File: src/rtl/dcache_flush_walker_if.sv
// Handshake bundle of the dcache flush walker: flush controller request/ack,
// tag/status array port and writeback-unit request port.
interface dcache_flush_walker_if #(
  parameter int NUM_SETS  = 256,
  parameter int NUM_WAYS  = 8,
  parameter int TAG_WIDTH = 44
);
  localparam int IDX_W = $clog2(NUM_SETS);
  localparam int WAY_W = $clog2(NUM_WAYS);

  logic                          flush_i;
  logic                          flush_ack_o;
  logic                          busy_o;
  logic                          arr_req_o;
  logic                          arr_we_o;
  logic [IDX_W-1:0]              arr_idx_o;
  logic [NUM_WAYS-1:0]           arr_wmask_o;
  logic                          arr_gnt_i;
  logic [NUM_WAYS-1:0]           arr_valid_i;
  logic [NUM_WAYS-1:0]           arr_dirty_i;
  logic [NUM_WAYS*TAG_WIDTH-1:0] arr_tag_i;
  logic                          wb_valid_o;
  logic                          wb_ready_i;
  logic [TAG_WIDTH-1:0]          wb_tag_o;
  logic [IDX_W-1:0]              wb_idx_o;
  logic [WAY_W-1:0]              wb_way_o;
  logic                          wb_idle_i;

  // The walker is the master: it issues array and writeback requests.
  modport master (
    input  flush_i, arr_gnt_i, arr_valid_i, arr_dirty_i, arr_tag_i, wb_ready_i, wb_idle_i,
    output flush_ack_o, busy_o, arr_req_o, arr_we_o, arr_idx_o, arr_wmask_o,
           wb_valid_o, wb_tag_o, wb_idx_o, wb_way_o
  );

  modport slave (
    output flush_i, arr_gnt_i, arr_valid_i, arr_dirty_i, arr_tag_i, wb_ready_i, wb_idle_i,
    input  flush_ack_o, busy_o, arr_req_o, arr_we_o, arr_idx_o, arr_wmask_o,
           wb_valid_o, wb_tag_o, wb_idx_o, wb_way_o
  );
endinterface

File: src/rtl/dcache_flush_walker.sv
// Walks every set of the write-back dcache on a flush, writes back dirty lines,
// cleans (or, with DCACHE_FLUSH_INVALIDATE_EN defined, invalidates) them and acks.
module dcache_flush_walker #(
  parameter int NUM_SETS  = 256,
  parameter int NUM_WAYS  = 8,
  parameter int TAG_WIDTH = 44
) (
  input  logic                  clk_i,
  input  logic                  rst_ni,
  dcache_flush_walker_if.master bus
);
  localparam int IDX_W = $clog2(NUM_SETS);
  localparam int WAY_W = $clog2(NUM_WAYS);
  localparam logic [IDX_W-1:0] LAST_IDX = IDX_W'(NUM_SETS - 1);

  typedef enum logic [2:0] {
    S_IDLE, S_READ, S_CAPTURE, S_WB, S_UPDATE, S_DRAIN, S_ACK
  } state_e;

  state_e                              state_q, state_d;
  logic   [IDX_W-1:0]                  idx_q;
  logic                                armed_q;
  logic   [NUM_WAYS-1:0]               dirty_q;
  logic   [NUM_WAYS-1:0]               upd_mask_q;
  logic   [NUM_WAYS-1:0][TAG_WIDTH-1:0] tags_q;

  logic [NUM_WAYS-1:0] cap_dirty;
  logic [NUM_WAYS-1:0] cap_mask;
  logic [NUM_WAYS-1:0] sel_onehot;
  logic [WAY_W-1:0]    sel_way;
  logic                last_set;
  logic                wb_last;

  assign cap_dirty = bus.arr_valid_i & bus.arr_dirty_i;
`ifdef DCACHE_FLUSH_INVALIDATE_EN
  assign cap_mask  = bus.arr_valid_i;
`else
  assign cap_mask  = cap_dirty;
`endif
  assign last_set  = (idx_q == LAST_IDX);

  // Lowest-numbered pending dirty way is written back first.
  // NOTE: sel_way gets its default before the loop, so every path assigns it and no latch is inferred.
  always_comb begin
    sel_way = '0;
    for (int w = NUM_WAYS - 1; w >= 0; w--) begin
      if (dirty_q[w]) sel_way = WAY_W'(w);
    end
  end

  assign sel_onehot = NUM_WAYS'(1) << sel_way;
  assign wb_last    = ((dirty_q & ~sel_onehot) == '0);

  // NOTE: sequential state uses non-blocking assignments so every flop samples pre-edge values.
  always_ff @(posedge clk_i or negedge rst_ni) begin
    if (!rst_ni) state_q <= S_IDLE;
    else         state_q <= state_d;
  end

  always_comb begin
    state_d = state_q;
    unique case (state_q)
      S_IDLE:    if (bus.flush_i && armed_q) state_d = S_READ;
      S_READ:    if (bus.arr_gnt_i) state_d = S_CAPTURE;
      S_CAPTURE: begin
        if (cap_dirty != '0)     state_d = S_WB;
        else if (cap_mask != '0) state_d = S_UPDATE;
        else                     state_d = last_set ? S_DRAIN : S_READ;
      end
      S_WB:      if (bus.wb_ready_i && wb_last) state_d = S_UPDATE;
      S_UPDATE:  if (bus.arr_gnt_i) state_d = last_set ? S_DRAIN : S_READ;
      S_DRAIN:   if (bus.wb_idle_i) state_d = S_ACK;
      S_ACK:     state_d = S_IDLE;
      default:   state_d = S_IDLE;
    endcase
  end

  // Walk index, re-arm flag and the captured per-set status.
  always_ff @(posedge clk_i or negedge rst_ni) begin
    if (!rst_ni) begin
      idx_q      <= '0;
      armed_q    <= 1'b1;
      dirty_q    <= '0;
      upd_mask_q <= '0;
    end else begin
      if (state_q == S_IDLE) begin
        if (!bus.flush_i) begin
          armed_q <= 1'b1;
        end else if (armed_q) begin
          armed_q <= 1'b0;
          idx_q   <= '0;
        end
      end
      if (state_q == S_CAPTURE) begin
        dirty_q    <= cap_dirty;
        upd_mask_q <= cap_mask;
      end
      if (state_q == S_WB && bus.wb_ready_i) dirty_q <= dirty_q & ~sel_onehot;
      if (state_d == S_READ && (state_q == S_CAPTURE || state_q == S_UPDATE))
        idx_q <= idx_q + IDX_W'(1);
    end
  end

  // NOTE: tag payload has no reset; it is only observed in WB, which is always entered through CAPTURE.
  always_ff @(posedge clk_i) begin
    if (state_q == S_CAPTURE) tags_q <= bus.arr_tag_i;
  end

  always_comb begin
    bus.flush_ack_o = 1'b0;
    bus.busy_o      = (state_q != S_IDLE);
    bus.arr_req_o   = 1'b0;
    bus.arr_we_o    = 1'b0;
    bus.arr_idx_o   = '0;
    bus.arr_wmask_o = '0;
    bus.wb_valid_o  = 1'b0;
    bus.wb_tag_o    = '0;
    bus.wb_idx_o    = '0;
    bus.wb_way_o    = '0;
    unique case (state_q)
      S_READ: begin
        bus.arr_req_o = 1'b1;
        bus.arr_idx_o = idx_q;
      end
      S_UPDATE: begin
        bus.arr_req_o   = 1'b1;
        bus.arr_we_o    = 1'b1;
        bus.arr_idx_o   = idx_q;
        bus.arr_wmask_o = upd_mask_q;
      end
      S_WB: begin
        bus.wb_valid_o = 1'b1;
        bus.wb_tag_o   = tags_q[sel_way];
        bus.wb_idx_o   = idx_q;
        bus.wb_way_o   = sel_way;
      end
      S_ACK:   bus.flush_ack_o = 1'b1;
      default: ;
    endcase
  end
endmodule

File: src/flat_wrapper.sv
// flat-port wrapper written by rule: the top's interface ports become plain ports
module dcache_flush_walker_flat 
#(
  parameter int NUM_SETS  = 256,
  parameter int NUM_WAYS  = 8,
  parameter int TAG_WIDTH = 44
)
  (clk_i, rst_ni, bus_flush_i, bus_arr_gnt_i, bus_arr_valid_i, bus_arr_dirty_i, bus_arr_tag_i, bus_wb_ready_i, bus_wb_idle_i, bus_flush_ack_o, bus_busy_o, bus_arr_req_o, bus_arr_we_o, bus_arr_idx_o, bus_arr_wmask_o, bus_wb_valid_o, bus_wb_tag_o, bus_wb_idx_o, bus_wb_way_o);
  dcache_flush_walker_if #(.NUM_SETS(NUM_SETS), .NUM_WAYS(NUM_WAYS), .TAG_WIDTH(TAG_WIDTH)) bus_i ();
  input  logic clk_i;
  input  logic rst_ni;
  input wire logic [$bits(bus_i.flush_i)-1:0] bus_flush_i;
  input wire logic [$bits(bus_i.arr_gnt_i)-1:0] bus_arr_gnt_i;
  input wire logic [$bits(bus_i.arr_valid_i)-1:0] bus_arr_valid_i;
  input wire logic [$bits(bus_i.arr_dirty_i)-1:0] bus_arr_dirty_i;
  input wire logic [$bits(bus_i.arr_tag_i)-1:0] bus_arr_tag_i;
  input wire logic [$bits(bus_i.wb_ready_i)-1:0] bus_wb_ready_i;
  input wire logic [$bits(bus_i.wb_idle_i)-1:0] bus_wb_idle_i;
  output wire logic [$bits(bus_i.flush_ack_o)-1:0] bus_flush_ack_o;
  output wire logic [$bits(bus_i.busy_o)-1:0] bus_busy_o;
  output wire logic [$bits(bus_i.arr_req_o)-1:0] bus_arr_req_o;
  output wire logic [$bits(bus_i.arr_we_o)-1:0] bus_arr_we_o;
  output wire logic [$bits(bus_i.arr_idx_o)-1:0] bus_arr_idx_o;
  output wire logic [$bits(bus_i.arr_wmask_o)-1:0] bus_arr_wmask_o;
  output wire logic [$bits(bus_i.wb_valid_o)-1:0] bus_wb_valid_o;
  output wire logic [$bits(bus_i.wb_tag_o)-1:0] bus_wb_tag_o;
  output wire logic [$bits(bus_i.wb_idx_o)-1:0] bus_wb_idx_o;
  output wire logic [$bits(bus_i.wb_way_o)-1:0] bus_wb_way_o;
  assign bus_i.flush_i = bus_flush_i;
  assign bus_i.arr_gnt_i = bus_arr_gnt_i;
  assign bus_i.arr_valid_i = bus_arr_valid_i;
  assign bus_i.arr_dirty_i = bus_arr_dirty_i;
  assign bus_i.arr_tag_i = bus_arr_tag_i;
  assign bus_i.wb_ready_i = bus_wb_ready_i;
  assign bus_i.wb_idle_i = bus_wb_idle_i;
  assign bus_flush_ack_o = bus_i.flush_ack_o;
  assign bus_busy_o = bus_i.busy_o;
  assign bus_arr_req_o = bus_i.arr_req_o;
  assign bus_arr_we_o = bus_i.arr_we_o;
  assign bus_arr_idx_o = bus_i.arr_idx_o;
  assign bus_arr_wmask_o = bus_i.arr_wmask_o;
  assign bus_wb_valid_o = bus_i.wb_valid_o;
  assign bus_wb_tag_o = bus_i.wb_tag_o;
  assign bus_wb_idx_o = bus_i.wb_idx_o;
  assign bus_wb_way_o = bus_i.wb_way_o;
  dcache_flush_walker #(.NUM_SETS(NUM_SETS), .NUM_WAYS(NUM_WAYS), .TAG_WIDTH(TAG_WIDTH)) u_core (.clk_i(clk_i), .rst_ni(rst_ni), .bus(bus_i));
endmodule
File: config.mk
export PLATFORM = sky130hd
export DESIGN_NAME = dcache_flush_walker_flat
export DESIGN_NICKNAME = d
export VERILOG_FILES = /design/src/rtl/dcache_flush_walker_if.sv /design/src/rtl/dcache_flush_walker.sv /design/src/flat_wrapper.sv
export SDC_FILE = /design/constraint.sdc
export NUM_CORES = 1
export LEC_CHECK = 0
export CORE_MARGIN = 5
export CORE_UTILIZATION = 43
export DETAILED_ROUTE_END_ITERATION = 10
export PLACE_DENSITY = 0.81
export SLEW_MARGIN = 20
export SYNTH_ARGS = -nofsm -noshare
export SYNTH_HDL_FRONTEND = slang
export SYNTH_SLANG_ARGS = --single-unit
File: constraint.sdc
create_clock -name clk_i -period 10.82 [get_ports clk_i]
set_input_delay 2.164 -clock clk_i [delete_from_list [all_inputs] [get_ports clk_i]]
set_output_delay 2.164 -clock clk_i [all_outputs]
set_load 0.01 [all_outputs]
==> run_summary.xml, run 1 <==
<?xml version="1.0" encoding="UTF-8"?>
<metrics>
  <group name="die">
    <metric name="boundaryPins" unit="">450</metric>
    <metric name="die_y" unit="um">201</metric>
    <metric name="rows" unit="">69</metric>
    <metric name="initial_util" unit="%">43.8</metric>
    <metric name="die-width" unit="um">201</metric>
    <metric name="placeableCoreArea" unit="um^2">35700</metric>
    <metric name="die-area" unit="um^2">40300</metric>
  </group>
  <group name="setup_path">
    <metric name="r2r_start" unit="">u_core.state_q[2]</metric>
    <metric name="worst_ep_required_time" unit="ns">8.66</metric>
    <metric name="crit_family" unit="">buffers and inverters</metric>
    <metric name="critical_path.slowest_cell" unit="">sky130_fd_sc_hd__buf_4</metric>
    <metric name="path_buf_inv" unit="">2</metric>
    <metric name="crit_path_start_kind" unit="">flip-flop</metric>
    <metric name="critical_path.cell_chain" unit="">or2_1 &gt; o211ai_4 &gt; buf_4 &gt; nand2_1 &gt; a221o_1 &gt; a32o_1 &gt; clkdlybuf4s50_1</metric>
    <metric name="worst-endpoint-arrival" unit="ns">4.28</metric>
    <metric name="timing.critical_path.slowest_cell_delay" unit="ns">0.79</metric>
    <metric name="cp-end-kind" unit="">output port</metric>
    <metric name="critPathMaxFanout" unit="">77</metric>
    <metric name="worst-setup-path-type" unit="">reg2out</metric>
    <metric name="worstSetupStartpoint" unit="">u_core.dirty_q[5]</metric>
  </group>
  <group name="placed_design">
    <metric name="gp_routability_congestion" unit="">0.889</metric>
    <metric name="dp.cells" unit="">2006</metric>
    <metric name="pre_cts_slack" unit="ns">4.97</metric>
    <metric name="buffers_added_on_ports" unit="">449</metric>
    <metric name="hpwl" unit="um">33400</metric>
  </group>
  <group name="global_route">
    <metric name="grt_max_degree" unit="">144</metric>
    <metric name="grt_antenna_before_repair" unit="">12</metric>
    <metric name="grt_pass1_vias" unit="">12300</metric>
    <metric name="grtUsageTotal" unit="%">23.4</metric>
    <metric name="globalRoute.totalOverflow" unit="">0</metric>
    <metric name="grt_first_pass_wirelength" unit="um">73600</metric>
  </group>
  <group name="timing">
    <metric name="timing_worst_slew_pin_value" unit="ns">1.12</metric>
    <metric name="timing.final.crit_share" unit="%">59.6</metric>
    <metric name="fin_ws" unit="ns">4.38</metric>
    <metric name="final.setup_skew" unit="ns">0.0278</metric>
    <metric name="clock.fmax" unit="MHz">155</metric>
    <metric name="setup_tns" unit="ns">0</metric>
    <metric name="report.final.hold_viol_count" unit="">0</metric>
    <metric name="maxSlewHeadroom" unit="%">25.1</metric>
    <metric name="post-route-min-period" unit="ns">6.44</metric>
    <metric name="timing_max_transition_violations_final" unit="">0</metric>
    <metric name="rsz0062_at_grt" unit="">no</metric>
    <metric name="setup_viol" unit="">0</metric>
    <metric name="whs" unit="ns">0.469</metric>
  </group>
  <group name="routing">
    <metric name="route.detailed.drc" unit="">0</metric>
    <metric name="initialDrtViolationCount" unit="">1063</metric>
    <metric name="detail_route.wirelength" unit="um">48800</metric>
    <metric name="antenna_left" unit="">0</metric>
    <metric name="via_count" unit="">11800</metric>
    <metric name="wl_met1" unit="um">17700</metric>
    <metric name="vias_per_cell" unit="">5.67</metric>
    <metric name="topRoutingLayerUsed" unit="">met5</metric>
    <metric name="average_routed_wire_per_standard_cell" unit="um">23.4</metric>
    <metric name="wl_met3" unit="um">4820</metric>
    <metric name="drtPass1Iterations" unit="">5</metric>
    <metric name="met2WireLength" unit="um">24800</metric>
  </group>
  <group name="final_layout">
    <metric name="leading_cell_types_in_the_layout_fill_and_taps_excluded" unit="">sky130_fd_sc_hd__clkdlybuf4s50_1, sky130_fd_sc_hd__edfxtp_1, sky130_fd_sc_hd__nand2_1, sky130_fd_sc_hd__a31oi_1, sky130_fd_sc_hd__o21ai_0</metric>
    <metric name="signed_area_change_from_the_synthesized_netlist_to_the_final_layout" unit="%">38.5</metric>
    <metric name="final_cell_count_no_fill" unit="">2084</metric>
    <metric name="filler_cell_count" unit="">2684</metric>
    <metric name="final_layout_size_suffix_gt1_share" unit="%">5.50</metric>
    <metric name="fin_nets" unit="">1962</metric>
    <metric name="final_util" unit="%">60.7</metric>
    <metric name="layout_commonest_cell" unit="">sky130_fd_sc_hd__clkdlybuf4s50_1</metric>
  </group>
  <group name="synth">
    <metric name="synth_cell_type_count" unit="">68</metric>
    <metric name="synth_warnings" unit="">0</metric>
    <metric name="synth_sequential_area_ratio" unit="%">72.0</metric>
    <metric name="postSynthAreaPerCell" unit="um^2">13.4</metric>
    <metric name="synth_seq_cells" unit="">380</metric>
    <metric name="netlist_instances" unit="">1165</metric>
    <metric name="synth_top_area_cell" unit="">sky130_fd_sc_hd__edfxtp_1</metric>
    <metric name="synthesis.area" unit="um^2">15700</metric>
    <metric name="number_of_enable_flip_flop_cells_after_synthesis" unit="">352</metric>
    <metric name="synth_top_area_share" unit="%">67.5</metric>
    <metric name="synth.area.top_cells" unit="">sky130_fd_sc_hd__edfxtp_1, sky130_fd_sc_hd__nand2_1, sky130_fd_sc_hd__dfrtp_1, sky130_fd_sc_hd__a31oi_1, sky130_fd_sc_hd__o21ai_0</metric>
    <metric name="synth-async-reset-ratio" unit="%">7.37</metric>
    <metric name="most_used_flip_flop_cell_after_synthesis" unit="">sky130_fd_sc_hd__edfxtp_1</metric>
    <metric name="synth_nets" unit="">1540</metric>
  </group>
  <group name="run">
    <metric name="max_cap_viol_count" unit="">0</metric>
  </group>
  <group name="clocking">
    <metric name="cts.path.max_buffers" unit="">3</metric>
    <metric name="htreeDepth" unit="">2</metric>
    <metric name="clk_pin_slew" unit="ns">0.06</metric>
    <metric name="cts_inserted_buffers" unit="">40</metric>
    <metric name="postCtsHoldBufs" unit="">0</metric>
    <metric name="worstSkewPairLatency" unit="ns">0.56</metric>
    <metric name="clock_sink_count" unit="">380</metric>
    <metric name="cts_tree" unit="">built</metric>
    <metric name="cts_setup_buffers" unit="">0</metric>
    <metric name="postCtsResizedCells" unit="">0</metric>
    <metric name="root_buffer" unit="">sky130_fd_sc_hd__clkbuf_16</metric>
  </group>
  <group name="pwr">
    <metric name="pwr_density_cell" unit="nW/um^2">308</metric>
    <metric name="leakage" unit="nW">7.60</metric>
    <metric name="vdd.ir_drop.worst" unit="mV">0.265</metric>
  </group>
  <group name="hold_path">
    <metric name="timing.hold.worst.class" unit="">reg2reg</metric>
    <metric name="hold_path.startpoint" unit="">u_core.upd_mask_q[6]</metric>
  </group>
  <group name="run_status">
    <metric name="outcome" unit="">completed</metric>
  </group>
</metrics>
==> flip-flops by register name (all words and copies together), names as in the netlist <==
signal and cells:
u_core.armed_q 1, u_core.dirty_q 8, u_core.idx_q 8, u_core.state_q 3
u_core.tags_q 352, u_core.upd_mask_q 8
==> path summary, 6_finish.rpt <==
path | to | slack, ns | cells after the start
max in group asynchronous | u_core.armed_q | 8.49 | 2
setup / recovery | bus_wb_tag_o[11] | 4.38 | 7
hold / removal | u_core.upd_mask_q[6] | 0.47 | 2
hold reg to reg | u_core.upd_mask_q[6] | 0.47 | 2
min in group asynchronous | u_core.idx_q[4] | 2.02 | 2
setup reg to reg | u_core.tags_q[165] | 6.51 | 5
==> power by group <==
group          internal [mW]  switching [mW]
logic                  0.958            1.97
clock network          0.761           0.560
registers               2.24           0.184
==> cell usage after synthesis (4+ instances only) <==
library cell                  n
sky130_fd_sc_hd__edfxtp_1   352
sky130_fd_sc_hd__nand2_1    236
sky130_fd_sc_hd__a31oi_1    104
sky130_fd_sc_hd__o21ai_0     73
sky130_fd_sc_hd__o21a_1      46
sky130_fd_sc_hd__clkbuf_1    33
sky130_fd_sc_hd__dfrtp_1     27
sky130_fd_sc_hd__buf_2       26
sky130_fd_sc_hd__nand3_1     25
sky130_fd_sc_hd__and2_1      24
sky130_fd_sc_hd__o2111ai_1   24
sky130_fd_sc_hd__inv_1       22
sky130_fd_sc_hd__nor2_1      16
sky130_fd_sc_hd__a221o_1     13
sky130_fd_sc_hd__nor2b_1     13
sky130_fd_sc_hd__buf_6       11
sky130_fd_sc_hd__a22oi_1     10
sky130_fd_sc_hd__and3_1       9
sky130_fd_sc_hd__nor3_1       8
sky130_fd_sc_hd__a21oi_1      7
sky130_fd_sc_hd__nand2b_1     5
sky130_fd_sc_hd__a32o_1       4
sky130_fd_sc_hd__buf_1        4
sky130_fd_sc_hd__buf_4        4
==> cells by family (layout without fill, tap and decap cells) <==
group / count (synthesis) / in the layout / share of synthesized area, %
fa+ha+maj: 2 / 2 / 0.144
compound gates: 318 / 318 / 14.0
xor+xnor: 2 / 2 / 0.112
flops: 380 / 380 / 72.0
buf+inv: 102 / 556 / 3.29
other cells: 0 / 4 / 0
mux: 6 / 6 / 0.416
simple gates: 355 / 355 / 10.1
==> per-layer routing <==
metal / global-route usage [%] / vias to the layer above
met5: 0 / -
met4: 7.87 / 10
met3: 7.43 / 110
met2: 40.7 / 676
met1: 27.7 / 5729
li1: - / 5285
==> cell type report <==
cell class / instances / area [um^2] / area share (%)
Tap cell: 461 / 577 / 2.66
Sequential cell: 380 / 11300 / 52.0
Clock buffer: 54 / 1100 / 5.05
Timing Repair Buffer: 460 / 4590 / 21.2
Inverter: 22 / 90.1 / 0.415
Antenna cell: 4 / 10.0 / 0.0462
Multi-Input combinational cell: 683 / 3900 / 18.0
Clock inverter: 20 / 156 / 0.721
==> per-stage QoR <==
step / area (um^2) / total power, mW
after floorplan: 15700 / 4.43
after global placement: 20400 / 5.22
after detailed placement: 20400 / 5.36
after CTS: 21700 / 6.71
after global routing: 21700 / 7.05
final: 21700 / 6.67
==> worst min-delay path: stages (launching register included) <==
cell	delay (ns)
sky130_fd_sc_hd__dfrtp_1	0.33
sky130_fd_sc_hd__nand2_1	0.05
sky130_fd_sc_hd__nand2_1	0.05
Power figures use the tool's default switching activity.
==> run 2, diff against run 1 <==
CORE_UTILIZATION = 48   (was 43)
PLACE_DENSITY = 0.86   (was 0.81)
clock period = 6.7 ns   (was 10.82 ns; I/O delays follow)
==> run 2 against run 1 <==
Against the previous run: cell count fell by 0.96%; register-to-register slack worse by 3.2 ns; hold slack improved by 0.0025 ns; total power up 62%; combinational power increased by 64%; routed wire length fell by 1.8%; flip-flop and latch count is the same; via count grew 1.5%; critical endpoint is now bus_wb_tag_o[13]; clock-buffer cell count is 1 lower; critical path depth stayed put; sequential share of layout area fell by 0.069 points.
==> run_summary.xml, run 2 (synthesis gave the netlist of run 1 again) <==
<?xml version="1.0" encoding="UTF-8"?>
<metrics>
  <group name="clocking">
    <metric name="cts_inserted_buffers" unit="">40</metric>
    <metric name="root_buffer" unit="">sky130_fd_sc_hd__clkbuf_16</metric>
    <metric name="worstSkewPairLatency" unit="ns">0.53</metric>
    <metric name="cts.path.max_buffers" unit="">3</metric>
    <metric name="postCtsHoldBufs" unit="">0</metric>
    <metric name="cts_setup_buffers" unit="">0</metric>
    <metric name="clk_pin_slew" unit="ns">0.06</metric>
    <metric name="clock_sink_count" unit="">380</metric>
    <metric name="cts_tree" unit="">built</metric>
    <metric name="postCtsResizedCells" unit="">0</metric>
    <metric name="htreeDepth" unit="">2</metric>
  </group>
  <group name="routing">
    <metric name="average_routed_wire_per_standard_cell" unit="um">23.2</metric>
    <metric name="drtPass1Iterations" unit="">5</metric>
    <metric name="via_count" unit="">12000</metric>
    <metric name="antenna_left" unit="">0</metric>
    <metric name="vias_per_cell" unit="">5.81</metric>
    <metric name="initialDrtViolationCount" unit="">1124</metric>
    <metric name="detail_route.wirelength" unit="um">48000</metric>
    <metric name="route.detailed.drc" unit="">0</metric>
  </group>
  <group name="pwr">
    <metric name="total_switching_power" unit="mW">4.42</metric>
    <metric name="vdd.ir_drop.worst" unit="mV">0.529</metric>
    <metric name="clkPwrFrac" unit="%">19.5</metric>
    <metric name="leakage" unit="nW">7.63</metric>
    <metric name="cell_internal_pwr" unit="mW">6.43</metric>
    <metric name="switching_share" unit="%">40.7</metric>
    <metric name="p_seq_share" unit="%">36.2</metric>
    <metric name="pwr_density_cell" unit="nW/um^2">499</metric>
    <metric name="comb_power_share" unit="%">44.4</metric>
  </group>
  <group name="setup_path">
    <metric name="critPathMaxFanout" unit="">35</metric>
    <metric name="worst_ep_required_time" unit="ns">5.36</metric>
    <metric name="worst-endpoint-arrival" unit="ns">4.10</metric>
    <metric name="cp-end-kind" unit="">output port</metric>
    <metric name="worst-setup-path-type" unit="">reg2out</metric>
    <metric name="crit_path_start_kind" unit="">flip-flop</metric>
  </group>
  <group name="timing">
    <metric name="timing.final.crit_share" unit="%">81.2</metric>
    <metric name="final.setup_skew" unit="ns">0.0215</metric>
    <metric name="rsz0062_at_grt" unit="">no</metric>
    <metric name="post-route-min-period" unit="ns">5.44</metric>
    <metric name="maxSlewHeadroom" unit="%">27.2</metric>
    <metric name="setup_viol" unit="">0</metric>
    <metric name="report.final.hold_viol_count" unit="">0</metric>
    <metric name="clock.fmax" unit="MHz">184</metric>
    <metric name="timing_worst_slew_pin_value" unit="ns">1.09</metric>
    <metric name="setup_tns" unit="ns">0</metric>
    <metric name="timing_max_transition_violations_final" unit="">0</metric>
  </group>
  <group name="global_route">
    <metric name="met3_usage" unit="%">6.88</metric>
    <metric name="grt_max_degree" unit="">159</metric>
    <metric name="grt_first_pass_wirelength" unit="um">70500</metric>
    <metric name="grt_pass1_vias" unit="">12200</metric>
    <metric name="global_route.usage.met1" unit="%">30.1</metric>
    <metric name="grt-busiest-layer" unit="">met2</metric>
    <metric name="gr-usage-met2" unit="%">44.0</metric>
    <metric name="grt_antenna_before_repair" unit="">8</metric>
    <metric name="grtUsageTotal" unit="%">25.4</metric>
    <metric name="globalRoute.totalOverflow" unit="">0</metric>
  </group>
  <group name="run_status">
    <metric name="outcome" unit="">completed</metric>
  </group>
  <group name="final_layout">
    <metric name="signed_area_change_from_the_synthesized_netlist_to_the_final_layout" unit="%">38.7</metric>
    <metric name="final_util" unit="%">67.1</metric>
    <metric name="layout_commonest_cell" unit="">sky130_fd_sc_hd__clkdlybuf4s50_1</metric>
    <metric name="final_layout_size_suffix_gt1_share" unit="%">5.86</metric>
    <metric name="top_register" unit="">u_core.tags_q</metric>
    <metric name="fin_nets" unit="">1966</metric>
    <metric name="largest_reg_flops" unit="">352</metric>
    <metric name="leading_cell_types_in_the_layout_fill_and_taps_excluded" unit="">sky130_fd_sc_hd__clkdlybuf4s50_1, sky130_fd_sc_hd__edfxtp_1, sky130_fd_sc_hd__nand2_1, sky130_fd_sc_hd__a31oi_1, sky130_fd_sc_hd__o21ai_0</metric>
  </group>
  <group name="placed_design">
    <metric name="hpwl" unit="um">33200</metric>
    <metric name="buffers_added_on_ports" unit="">449</metric>
    <metric name="gp_routability_congestion" unit="">0.856</metric>
  </group>
  <group name="run">
    <metric name="max_cap_viol_count" unit="">0</metric>
  </group>
  <group name="die">
    <metric name="rows" unit="">66</metric>
    <metric name="die_y" unit="um">191</metric>
    <metric name="die-area" unit="um^2">36300</metric>
    <metric name="boundaryPins" unit="">450</metric>
    <metric name="die-width" unit="um">191</metric>
    <metric name="placeableCoreArea" unit="um^2">32400</metric>
    <metric name="initial_util" unit="%">48.4</metric>
  </group>
  <group name="hold_path">
    <metric name="timing.hold.worst.class" unit="">reg2reg</metric>
  </group>
</metrics>
==> run 2: changes by cell type in the layout (fill, tap and decap cells not counted), sizes merged <==
cell    change
bufinv      -1
clkbuf      -1
clkinv      -1
diode       -2
buf         +4
==> run 2: worst max-delay path, stage by stage, from the launching register on <==
cell	delay [ns]
sky130_fd_sc_hd__dfrtp_1	0.68
sky130_fd_sc_hd__or4_4	0.57
sky130_fd_sc_hd__a21oi_4	0.76
sky130_fd_sc_hd__buf_4	0.42
sky130_fd_sc_hd__nand2_1	0.10
sky130_fd_sc_hd__a31oi_1	0.26
sky130_fd_sc_hd__o21a_1	0.19
sky130_fd_sc_hd__clkdlybuf4s50_1	0.55
==> run 2: power by group through the flow <==
stage          clock (mW)  sequential [mW]  combinational (mW)
2_1_floorplan           0             4.01                3.14
3_3_place_gp            0             3.93                4.55
3_5_place_dp            0             3.95                4.74
4_1_cts              2.13             3.92                4.78
5_1_grt              2.25             3.97                5.21
6_report             2.11             3.92                4.81
==> run 2: worst paths after layout <==
check                                            end  slack [ns]            startpoint  depth (start not counted)
worst max-delay path                bus_wb_tag_o[13]        1.26     u_core.dirty_q[0]                          7
worst min-delay path            u_core.upd_mask_q[6]        0.47  u_core.upd_mask_q[6]                          2
worst max register to register     u_core.tags_q[85]        3.32     u_core.state_q[1]                          5
worst min register to register  u_core.upd_mask_q[6]        0.47  u_core.upd_mask_q[6]                          2
max in group asynchronous             u_core.armed_q        5.19                rst_ni                          2
min in group asynchronous          u_core.dirty_q[2]        1.20                rst_ni                          2
==> run 2: through the flow <==
step                power [mW]  cell area, um^2  setup slack (ns)  hold WS, ns  cells
floorplan                 7.15            15700             0.464        0.438   1165
global placement          8.48            20400              1.87        0.451   1990
detailed placement        8.69            20400              1.78        0.456   1990
CTS                       10.8            21700              1.18        0.471   2061
global route              11.4            21700             0.990        0.487   2064
finish                    10.8            21700              1.26        0.471   2064
==> run 2: layout make-up <==
| cell class | count | area, um^2 |
|---|---|---|
| sequential | 380 | 11300 |
| antenna | 2 | 5.00 |
| multi-input combinational | 683 | 3900 |
| tap | 442 | 553 |
| timing repair buffer | 464 | 4650 |
| clock inverter | 18 | 125 |
| fill | 2202 | 10700 |
| clock buffer | 53 | 1120 |
| inverter | 22 | 90.1 |
==> run 2: routing by layer <==
layer	up-vias	wire length, um
met2	792	24000
met5	-	81
li1	5284	-
met4	12	2090
met1	5764	16900
met3	140	4890
==> run 3, diff against run 2 <==
CORE_UTILIZATION = 43   (was 48)
PLACE_DENSITY = 0.81   (was 0.86)
clock period = 4.7 ns   (was 6.7 ns; I/O delays follow)
==> run 3 against run 2 <==
Against the previous run: sequential power up 41%; cell count up 1.6%; sequential share of layout area down 0.47 points; setup slack worse by 1.1 ns; die area up 11%; global-route usage down 1.7 points; critical path type unchanged; critical endpoint is now bus_wb_tag_o[22].
==> run_summary.xml, run 3 (synthesis gave the netlist of run 1 again) <==
<?xml version="1.0" encoding="UTF-8"?>
<metrics>
  <group name="clocking">
    <metric name="worstSkewPairLatency" unit="ns">0.56</metric>
    <metric name="postCtsResizedCells" unit="">0</metric>
    <metric name="clk_pin_slew" unit="ns">0.06</metric>
    <metric name="clock_sink_count" unit="">380</metric>
    <metric name="cts_inserted_buffers" unit="">41</metric>
    <metric name="htreeDepth" unit="">2</metric>
    <metric name="cts_tree" unit="">built</metric>
    <metric name="postCtsHoldBufs" unit="">0</metric>
    <metric name="root_buffer" unit="">sky130_fd_sc_hd__clkbuf_16</metric>
    <metric name="cts_setup_buffers" unit="">0</metric>
    <metric name="cts.path.max_buffers" unit="">3</metric>
  </group>
  <group name="placed_design">
    <metric name="gp_routability_congestion" unit="">0.844</metric>
    <metric name="buffers_added_on_ports" unit="">449</metric>
    <metric name="hpwl" unit="um">33700</metric>
    <metric name="pre_cts_slack" unit="ns">0.833</metric>
  </group>
  <group name="global_route">
    <metric name="gr-usage-met2" unit="%">40.6</metric>
    <metric name="grt_antenna_before_repair" unit="">10</metric>
    <metric name="globalRoute.totalOverflow" unit="">0</metric>
    <metric name="grtUsageTotal" unit="%">23.7</metric>
    <metric name="grt_max_degree" unit="">116</metric>
    <metric name="grt_first_pass_wirelength" unit="um">73900</metric>
    <metric name="global_route.usage.met1" unit="%">28.2</metric>
    <metric name="grt-busiest-layer" unit="">met2</metric>
    <metric name="grt_pass1_vias" unit="">12300</metric>
    <metric name="met3_usage" unit="%">8.00</metric>
  </group>
  <group name="timing">
    <metric name="timing.final.crit_share" unit="%">96.1</metric>
    <metric name="fin_ws" unit="ns">0.182</metric>
    <metric name="setup_viol" unit="">0</metric>
    <metric name="setup_tns" unit="ns">0</metric>
    <metric name="post-route-min-period" unit="ns">4.52</metric>
    <metric name="timing_worst_slew_pin_value" unit="ns">0.917</metric>
    <metric name="final.setup_skew" unit="ns">0.0244</metric>
    <metric name="clock.fmax" unit="MHz">221</metric>
    <metric name="report.final.hold_viol_count" unit="">0</metric>
    <metric name="timing_max_transition_violations_final" unit="">0</metric>
    <metric name="rsz0062_at_grt" unit="">no</metric>
    <metric name="maxSlewHeadroom" unit="%">38.7</metric>
  </group>
  <group name="run_status">
    <metric name="outcome" unit="">completed</metric>
  </group>
  <group name="final_layout">
    <metric name="top_register" unit="">u_core.tags_q</metric>
    <metric name="filler_cell_count" unit="">2602</metric>
    <metric name="fin_nets" unit="">1979</metric>
    <metric name="largest_reg_flops" unit="">352</metric>
    <metric name="leading_cell_types_in_the_layout_fill_and_taps_excluded" unit="">sky130_fd_sc_hd__clkdlybuf4s50_1, sky130_fd_sc_hd__edfxtp_1, sky130_fd_sc_hd__nand2_1, sky130_fd_sc_hd__a31oi_1, sky130_fd_sc_hd__o21ai_0</metric>
    <metric name="final_layout_size_suffix_gt1_share" unit="%">6.49</metric>
    <metric name="signed_area_change_from_the_synthesized_netlist_to_the_final_layout" unit="%">40.0</metric>
    <metric name="layout_commonest_cell" unit="">sky130_fd_sc_hd__clkdlybuf4s50_1</metric>
  </group>
  <group name="pwr">
    <metric name="vdd.ir_drop.worst" unit="mV">0.970</metric>
    <metric name="switching_share" unit="%">40.4</metric>
    <metric name="pwr_density_cell" unit="nW/um^2">719</metric>
    <metric name="comb_power_share" unit="%">44.8</metric>
    <metric name="leakage" unit="nW">7.71</metric>
    <metric name="clkPwrFrac" unit="%">20.1</metric>
    <metric name="p_seq_share" unit="%">35.1</metric>
    <metric name="total_switching_power" unit="mW">6.37</metric>
    <metric name="cell_internal_pwr" unit="mW">9.39</metric>
  </group>
  <group name="setup_path">
    <metric name="critPathMaxFanout" unit="">47</metric>
    <metric name="worst-setup-path-type" unit="">reg2out</metric>
    <metric name="timing.critical_path.slowest_cell_delay" unit="ns">0.71</metric>
    <metric name="worst-endpoint-arrival" unit="ns">3.58</metric>
    <metric name="crit_path_start_kind" unit="">flip-flop</metric>
    <metric name="worst_ep_required_time" unit="ns">3.76</metric>
    <metric name="cp-end-kind" unit="">output port</metric>
    <metric name="critical_path.cell_chain" unit="">and2b_2 &gt; o211a_4 &gt; buf_12 &gt; nand2_1 &gt; a31oi_1 &gt; a32o_1 &gt; clkdlybuf4s50_1</metric>
    <metric name="critical_path.slowest_cell" unit="">sky130_fd_sc_hd__o211a_4</metric>
  </group>
  <group name="run">
    <metric name="max_cap_viol_count" unit="">0</metric>
  </group>
  <group name="die">
    <metric name="placeableCoreArea" unit="um^2">35700</metric>
    <metric name="rows" unit="">69</metric>
    <metric name="initial_util" unit="%">43.8</metric>
    <metric name="boundaryPins" unit="">450</metric>
    <metric name="die-area" unit="um^2">40300</metric>
    <metric name="die-width" unit="um">201</metric>
    <metric name="die_y" unit="um">201</metric>
  </group>
  <group name="routing">
    <metric name="antenna_left" unit="">0</metric>
    <metric name="detail_route.wirelength" unit="um">49100</metric>
    <metric name="via_count" unit="">11900</metric>
    <metric name="vias_per_cell" unit="">5.67</metric>
    <metric name="average_routed_wire_per_standard_cell" unit="um">23.4</metric>
    <metric name="drtPass1Iterations" unit="">5</metric>
    <metric name="route.detailed.drc" unit="">0</metric>
    <metric name="initialDrtViolationCount" unit="">1059</metric>
  </group>
  <group name="hold_path">
    <metric name="timing.hold.worst.class" unit="">reg2reg</metric>
  </group>
</metrics>
-- run 3: path summary, 6_finish.rpt --
path,slack [ns],endpoint,start,cells past startpoint
hold / removal,0.47,u_core.upd_mask_q[4],u_core.upd_mask_q[4],2
max in group asynchronous,3.15,u_core.dirty_q[3],rst_ni,2
hold reg to reg,0.47,u_core.upd_mask_q[4],u_core.upd_mask_q[4],2
min in group asynchronous,0.87,u_core.state_q[0],rst_ni,1
setup / recovery,0.18,bus_wb_tag_o[22],u_core.dirty_q[6],7
setup reg to reg,1.79,u_core.tags_q[213],u_core.state_q[2],4
-- run 3: worst max-delay path: cells and delay by family (launching register included) --
family	cells	cell delay, ns
flip-flops	1	0.43
buffers and inverters	2	0.86
AO/OA/AOI/OAI	3	1.15
AND/OR/NAND/NOR	2	0.54
-- run 3: layout make-up --
type                            instances  area (um^2)  share of cell area (%)
Clock inverter                         24          228                    1.04
Sequential cell                       380        11300                    51.4
Multi-Input combinational cell        683         3900                    17.8
Clock buffer                           48         1070                    4.90
Inverter                               22         90.1                   0.411
Antenna cell                            2         5.00                  0.0228
Tap cell                              461          577                    2.63
Timing Repair Buffer                  476         4770                    21.8
-- run 3: stage by stage --
stage	hold slack [ns]	power (mW)	util [%]	std cells	area (um^2)
floorplan	0.438	10.0	-	1165	15700
finish	0.470	15.8	61.3	2096	21900
detailed placement	0.455	12.6	57.7	2022	20600
global placement	0.450	12.3	57.7	2022	20600
global route	0.485	16.6	61.3	2095	21900
CTS	0.471	15.8	61.3	2094	21900
-- run 3: per-layer routing --
layer,routed length (um),part of all wire (%)
met1,17300,35
met2,24700,50
met3,5460,11
met4,1590,3.2
met5,79,0.16
-- run 3: power groups by stage --
stage	Clock [mW]	Combinational, mW	Sequential, mW
3_3_place_gp	0	6.83	5.52
5_1_grt	3.35	7.65	5.61
3_5_place_dp	0	7.03	5.57
6_report	3.16	7.06	5.53
2_1_floorplan	0	4.47	5.55
4_1_cts	3.20	7.10	5.52
